===== config.mk =====
export PLATFORM = sky130hd
export DESIGN_NAME = rect_cf_share_compress
export DESIGN_NICKNAME = d
export VERILOG_FILES = /design/src/rtl/rect_cf_share_compress.sv
export SDC_FILE = /design/constraint.sdc
export NUM_CORES = 1
export LEC_CHECK = 0
export ABC_CLOCK_PERIOD_IN_PS = 1200
export CORE_ASPECT_RATIO = 0.75
export CORE_MARGIN = 10
export CORE_UTILIZATION = 47
export DETAILED_ROUTE_END_ITERATION = 12
export PLACE_DENSITY = 0.77
export SETUP_SLACK_MARGIN = 0.4
export SYNTH_ARGS = -nofsm -noshare
export SYNTH_HDL_FRONTEND = slang
export SYNTH_SLANG_ARGS = --single-unit

===== constraint.sdc =====
create_clock -name clk -period 1.2 [get_ports clk]
set_input_delay 0.24 -clock clk [delete_from_list [all_inputs] [get_ports clk]]
set_output_delay 0.24 -clock clk [all_outputs]
set_load 0.02 [all_outputs]

===== src/rtl/rect_cf_share_compress.sv =====
// rect_cf_share_compress
// Register stage (glitch barrier) for the raw component-function term bits of
// the RECTANGLE 3-share masked S-box, followed by a registered XOR compression
// into 3 output shares per component function. Valid/ready handshaking on both
// sides, plus an S-box batch counter that flags the last S-box of a state.
//
// Optional build macro: RECT_CF_REFRESH_EN
//   Adds a 2*NCF-bit rnd input, captured with the terms, that re-masks the
//   three shares of each component function without changing their XOR.

module rect_cf_share_compress #(
    parameter int NCF   = 4,
    parameter int NSBOX = 16,
    parameter int CW    = 5
) (
    input  logic                clk,
    input  logic                rst,
    input  logic                in_valid,
    output logic                in_ready,
    input  logic [18*NCF-1:0]   in_terms,
`ifdef RECT_CF_REFRESH_EN
    input  logic [2*NCF-1:0]    rnd,
`endif
    output logic                out_valid,
    input  logic                out_ready,
    output logic [3*NCF-1:0]    out_shares,
    output logic                out_last,
    output logic [CW-1:0]       batch_cnt
);

    logic                s1_valid;
    logic [18*NCF-1:0]   s1_terms;
    logic                s2_load;
    logic                in_accept;
    logic                out_fire;
    logic [3*NCF-1:0]    shares_next;

`ifdef RECT_CF_REFRESH_EN
    logic [2*NCF-1:0]    s1_rnd;
`endif

    // Handshake: s2 takes s1 when it is empty or being drained this cycle.
    always_comb begin
        s2_load   = s1_valid && (!out_valid || out_ready);
        in_ready  = !s1_valid || s2_load;
        in_accept = in_valid && in_ready;
        out_fire  = out_valid && out_ready;
        out_last  = out_valid && (batch_cnt == CW'(NSBOX - 1));
    end

    // Stage 1: raw terms captured untouched so no glitches reach the XOR tree.
    always_ff @(posedge clk) begin
        if (rst) begin
            s1_valid <= 1'b0;
            s1_terms <= '0;
`ifdef RECT_CF_REFRESH_EN
            s1_rnd   <= '0;
`endif
        end else begin
            if (in_accept) begin
                s1_valid <= 1'b1;
                s1_terms <= in_terms;
`ifdef RECT_CF_REFRESH_EN
                s1_rnd   <= rnd;
`endif
            end else if (s2_load) begin
                s1_valid <= 1'b0;
            end
        end
    end

    // Share j of each CF only combines terms built on b-share j+1:
    // terms {3j..3j+2} and {9+3j..11+3j}.
    always_comb begin
        shares_next = '0;
        for (int f = 0; f < NCF; f++) begin
            for (int j = 0; j < 3; j++) begin
                shares_next[3*f+j] = ^{s1_terms[18*f+3*j +: 3],
                                       s1_terms[18*f+9+3*j +: 3]};
            end
`ifdef RECT_CF_REFRESH_EN
            shares_next[3*f+0] = shares_next[3*f+0] ^ s1_rnd[2*f];
            shares_next[3*f+1] = shares_next[3*f+1] ^ s1_rnd[2*f+1];
            shares_next[3*f+2] = shares_next[3*f+2] ^ s1_rnd[2*f] ^ s1_rnd[2*f+1];
`endif
        end
    end

    // Stage 2: compressed shares; held while the consumer stalls.
    always_ff @(posedge clk) begin
        if (rst) begin
            out_valid  <= 1'b0;
            out_shares <= '0;
        end else begin
            if (s2_load) begin
                out_valid  <= 1'b1;
                out_shares <= shares_next;
            end else if (out_fire) begin
                out_valid  <= 1'b0;
            end
        end
    end

    // Batch counter: counts delivered S-boxes, wraps on the last of the batch.
    always_ff @(posedge clk) begin
        if (rst) begin
            batch_cnt <= '0;
        end else if (out_fire) begin
            if (out_last) begin
                batch_cnt <= '0;
            end else begin
                batch_cnt <= batch_cnt + CW'(1);
            end
        end
    end

endmodule

* Word-level counts from Yosys, hierarchy flattened
Index checks and enable logic that the tools add are counted.
** Storage, ports and cells
- Bits in registers :: 91
- Bits in latches :: 0
- Memory bits (writable) :: 0
- ROM bits :: 0
- Input port bits :: 76
- Output and inout port bits :: 20
- Logic and storage cells :: 34
- Memories :: 0
** Operators by class
- Add/subtract/negate cells :: 1
- Multiply operators :: 0
- Div/mod/pow operators :: 0
- Magnitude comparators :: 0
- Equal/unequal tests :: 1
- Shift operators :: 0
- Multiplexer cells :: 5
- Bitwise logic cells :: 0
- Reduce and logical (&&, ||, !) cells :: 22
** Operators by type and width (number)
- $reduce_xor A6 Y1 :: 12
- $add A5 B1 Y5 const B :: 1
- $eq A5 B4 Y1 const B :: 1
- $mux W5 :: 1
- $logic_and A1 B1 Y1 :: 4
- $mux W1 :: 4
- $reduce_bool A2 Y1 :: 2
- $logic_not A1 Y1 :: 2
- $logic_or A1 B1 Y1 :: 2

* Logic depth before layout (Yosys ltp)
- Depth in word-level cells :: 6
- Gate-level depth with buffers :: 7
- Depth with buffers taken out :: 4

* Worst setup path before layout
OpenSTA, ideal clock, no wires.
- Path type :: flip-flop to flip-flop
- Start point :: register out_valid
- End point :: register s1_terms[10]
- Library setup time :: 0.143 ns
- Data arrival time :: 1.271 ns
- Required time :: 1.057 ns
- Slack :: -0.215 ns
- Stages on the path, launching flop included :: 8
- Buffers on the path :: 3
- Period minus slack after synthesis :: 1.415 ns
- Cell sequence :: dfxtp_1 > and3b_1 > buf_6 > clkinv_2 > buf_12 > buf_12 > nand3_2 > a21oi_2
** On the way
- Longest elaborated chain between the ends :: 5
** RTL lines
- start: declaration :: line 24 : output logic out_valid,
- start signal: assignment :: line 92 : out_valid <= 1'b0;
- start signal: assignment :: line 96 : out_valid <= 1'b1;
- start signal: assignment :: line 99 : out_valid <= 1'b0;
- $logic_not A1 Y1 :: line 44 : s2_load = s1_valid && (!out_valid || out_ready);
- $logic_or A1 B1 Y1 :: line 44
- $logic_and A1 B1 Y1 :: line 44
- $logic_or A1 B1 Y1 :: line 45 : in_ready = !s1_valid || s2_load;
- $logic_and A1 B1 Y1 :: line 46 : in_accept = in_valid && in_ready;
- end signal: assignment :: line 62 : s1_terms <= in_terms;
- end: declaration :: line 32 : logic [18*NCF-1:0] s1_terms;
Every way passes these cells.
A chain may end at the register's enable or synchronous reset.

* Worst setup path in the final report
- Start point :: register batch_cnt[0]
- End point :: output port out_last
** On the way
- Longest elaborated chain between the ends :: 2
** RTL lines
- start: declaration :: line 28 : output logic [CW-1:0] batch_cnt
- start signal: assignment :: line 112 : batch_cnt <= batch_cnt + CW'(1);
- $eq A5 B4 Y1 :: line 48 : out_last = out_valid && (batch_cnt == CW'(NSBOX - 1));
- $logic_and A1 B1 Y1 :: line 48
- end: declaration :: line 27 : output logic out_last,
Every way passes these cells.

==> results.json <==
{
  "max-slew-margin-rel_pct": 67.1,
  "grt_pass1_vias": 4565,
  "rows": 31,
  "min_from": "rst",
  "dp_hpwl_um": 8100,
  "area_delta_synth_final_pct": 75.6,
  "power_mw": 8.01,
  "drtIter0Drc": 341,
  "clock.fmax_mhz": 632,
  "fin_nets": 682,
  "met3_usage_pct": 6.07,
  "antenna_cells": 0,
  "grtUsageTotal_pct": 22.2,
  "cts_made_buffers": 9,
  "drive_above_1_share_pct": 65.1,
  "rsz0062_at_grt": "yes",
  "fin_crit_ps": 1580,
  "r2r_slack_ps": -310,
  "wl_um": 18400,
  "r2r_start": "out_valid",
  "coreArea_mm2": 0.00966,
  "gp_congestion": 0.811,
  "grt_max_degree": 60,
  "grt_pass1_wl_um": 25300,
  "synth.distinct_cells": 32,
  "portBuffers": 95,
  "crit_path_start_kind": "flop",
  "synth_top_family_by_area": "compound AO/OA/AOI/OAI gates",
  "holdPathEnd": "s1_terms[12]",
  "ys_ff_latch": 91,
  "critPathSlowestCell": "dfxtp_4",
  "synth-compound-area-share_pct": 24.3,
  "worstHoldPathCells": 2,
  "synth_area_per_cell_um2": 10.3,
  "synth_ff_type": "dfxtp_1",
  "htreeDepth": 3,
  "io_pins": 96,
  "violations": "negative setup slack",
  "async_flop_share_pct": 0,
  "syn_inst": 453,
  "met1_usage_pct": 26.0,
  "ys_warn_count": 0,
  "holdWs_ps": 209,
  "clock_skew_ps": 6.49,
  "reg2reg_depth": 8,
  "cp.arrival_ps": 1340,
  "viasPerCell": 5.88,
  "cts_buffer_depth": 2,
  "synth_top_area_share_pct": 39.1,
  "grt-busiest-layer": "met2",
  "die_x_um": 135,
  "syn_area_mm2": 0.00466,
  "r2r-end": "s1_terms[1]",
  "required_ps": 960,
  "hold_violations": 0,
  "tritoncts": "done",
  "period_share_pct": 132,
  "p_leak_nw": 3.00,
  "cts_hold_buffers": 0,
  "fillers": 446,
  "synth_xor_area_share_pct": 12.7,
  "yosysTopAreaCell": "dfxtp_1",
  "cp_cell_sequence": "ha_4, and4b_1, and2_4, buf_6",
  "setup_viol": 96,
  "cts-root-buf": "clkbuf_16",
  "maxSlewViolCount": 0,
  "synth_edf_count": 0,
  "cts_sinks": 91,
  "wl_per_cell_um": 25.0,
  "critical_path_class": "reg -> out",
  "overflow": 0,
  "die-area_mm2": 0.0143,
  "power.density_mw_per_mm2": 979,
  "synthTopCellsByArea": "dfxtp_1 (39%), nand3_2 (13%), a21oi_2 (11%), o21ai_0 (6.9%), xnor3_1 (5.8%)",
  "cts.clk_slew.worst_paths_ps": 60,
  "crit_fanout": 2,
  "peakVddDrop_v": 0.000806,
  "cpPeakStageDelay_ps": 360,
  "status": "complete, but fails checks",
  "synthAdderAreaFrac_pct": 0.268,
  "tightest_slew_ps": 493,
  "ys_seq_area_share_pct": 39.1,
  "antenna_found_initial": 0,
  "dr.pass1.iters": 5,
  "max_cap_violations": 0,
  "clk_latency_ps": 350,
  "yosys-top-cells-count": "dfxtp_1 (91), o21ai_0 (64), a21oi_2 (60), nand3_2 (60), a21oi_1 (28)",
  "initial_utilization_pct": 48.3,
  "endpoint_kind": "output port",
  "yosys.area_share.simple_pct": 16.5,
  "syn_nets": 530,
  "synth_mux_area_share_pct": 0,
  "cp.buffers_inverters": 1,
  "path_delay_family": "simple AND/OR/NAND/NOR gates",
  "fin_ws_ps": -381,
  "route.detailed.drc": 0,
  "die_h_um": 106,
  "met2_usage_pct": 38.7,
  "hold_class": "in -> reg",
  "synth.most_common_cell": "dfxtp_1",
  "vias": 4342,
  "drt.antenna.violating_nets": 0
}
[routing by layer]
| layer | routed length [um] | vias to the layer above |
|---|---|---|
| met5 | 0 | - |
| met4 | 457 | 0 |
| met3 | 1120 | 41 |
| met2 | 9390 | 183 |
| met1 | 7480 | 2178 |
| li1 | - | 1940 |
[area by class of cell]
type,instances,area (um2),share of cell area [%]
well taps,132,165,2.02
inverters,3,16.3,0.199
flip-flops and latches,91,1880,23.0
repair buffers,185,2380,29.0
multi-input cells,315,3500,42.7
clock buffers,13,250,3.06
[where the power goes]
group	total, mW	leakage [nW]	switching (mW)	internal, mW
clock network	2.59	0.122	1.16	1.43
registers	3.40	0.765	0.191	3.21
logic	2.02	2.11	0.935	1.08
total	8.01	3.00	2.29	5.73
[logic make-up after synthesis]
logic type                 count (synthesis)
xor gates and xnor gates                  49
and+or+nand+nor                           91
DFF                                       91
adders and majority gates                  1
AOI/OAI and AO/OA                        174
buffers and inverters                     47
[metrics by stage]
stage | utilization, % | setup TNS [ps] | worst slack [ps] | std cells | instance area (um2)
after global placement | 60.8 | -34140 | -474 | 668 | 5870
after CTS | 79.1 | -13950 | -327 | 727 | 7640
final | 84.8 | -20840 | -381 | 739 | 8190
after detailed placement | 60.8 | -36180 | -489 | 668 | 5870
after global routing | 84.8 | -22910 | -405 | 739 | 8190
after floorplan | - | -2450 | -47.8 | 453 | 4700
[registers in the layout, summed over array words and instances (netlist names)]
name / cells
out_shares: 12
s1_valid: 1
out_valid: 1
batch_cnt: 5
s1_terms: 72
[worst max-delay path by stage]
stage / from / end / slack, ps / cells past startpoint
after detailed placement: out_ready / in_ready / -490 / 5
final: batch_cnt[0] / out_last / -380 / 4
after floorplan: out_valid / s1_terms[10] / -50 / 7
after global placement: out_ready / in_ready / -470 / 5
after CTS: batch_cnt[1] / out_last / -330 / 4
after global routing: batch_cnt[0] / out_last / -400 / 4
[placed cells by master, fill, tap and decap left out, types with 2 or more instances in the layout]
master | netlist | layout
clkbuf_1 | 21 | 3
xnor2_2 | 0 | 10
a21oi_1 | 28 | 8
clkdlybuf4s50_1 | 0 | 72
o21ai_2 | 0 | 34
nand3_1 | 15 | 2
nand3_4 | 0 | 48
buf_12 | 7 | 19
o21ai_4 | 0 | 13
buf_4 | 6 | 27
o21ai_1 | 8 | 17
nand2_4 | 0 | 2
clkbuf_16 | 0 | 9
o21ai_0 | 64 | 8
buf_6 | 1 | 44
a211oi_2 | 0 | 11
dfxtp_1 | 91 | 55
xnor3_1 | 12 | 12
and2_4 | 0 | 3
buf_16 | 0 | 19
nand2_1 | 5 | 3
xor2_1 | 13 | 11
nand3_2 | 60 | 25
a21oi_2 | 60 | 80
xnor2_1 | 24 | 14
dfxtp_2 | 0 | 31
dfxtp_4 | 0 | 5
buf_8 | 0 | 3
xor2_2 | 0 | 2
[timing repair]
item                                    4_1_cts  5_1_grt
endpoints found under the setup margin      111      111
cloned                                       19        0
resized for setup                           357       84
pin swaps                                    56       41
buffers inserted                             27       12
No activity file was read; power rests on OpenSTA's default activity.
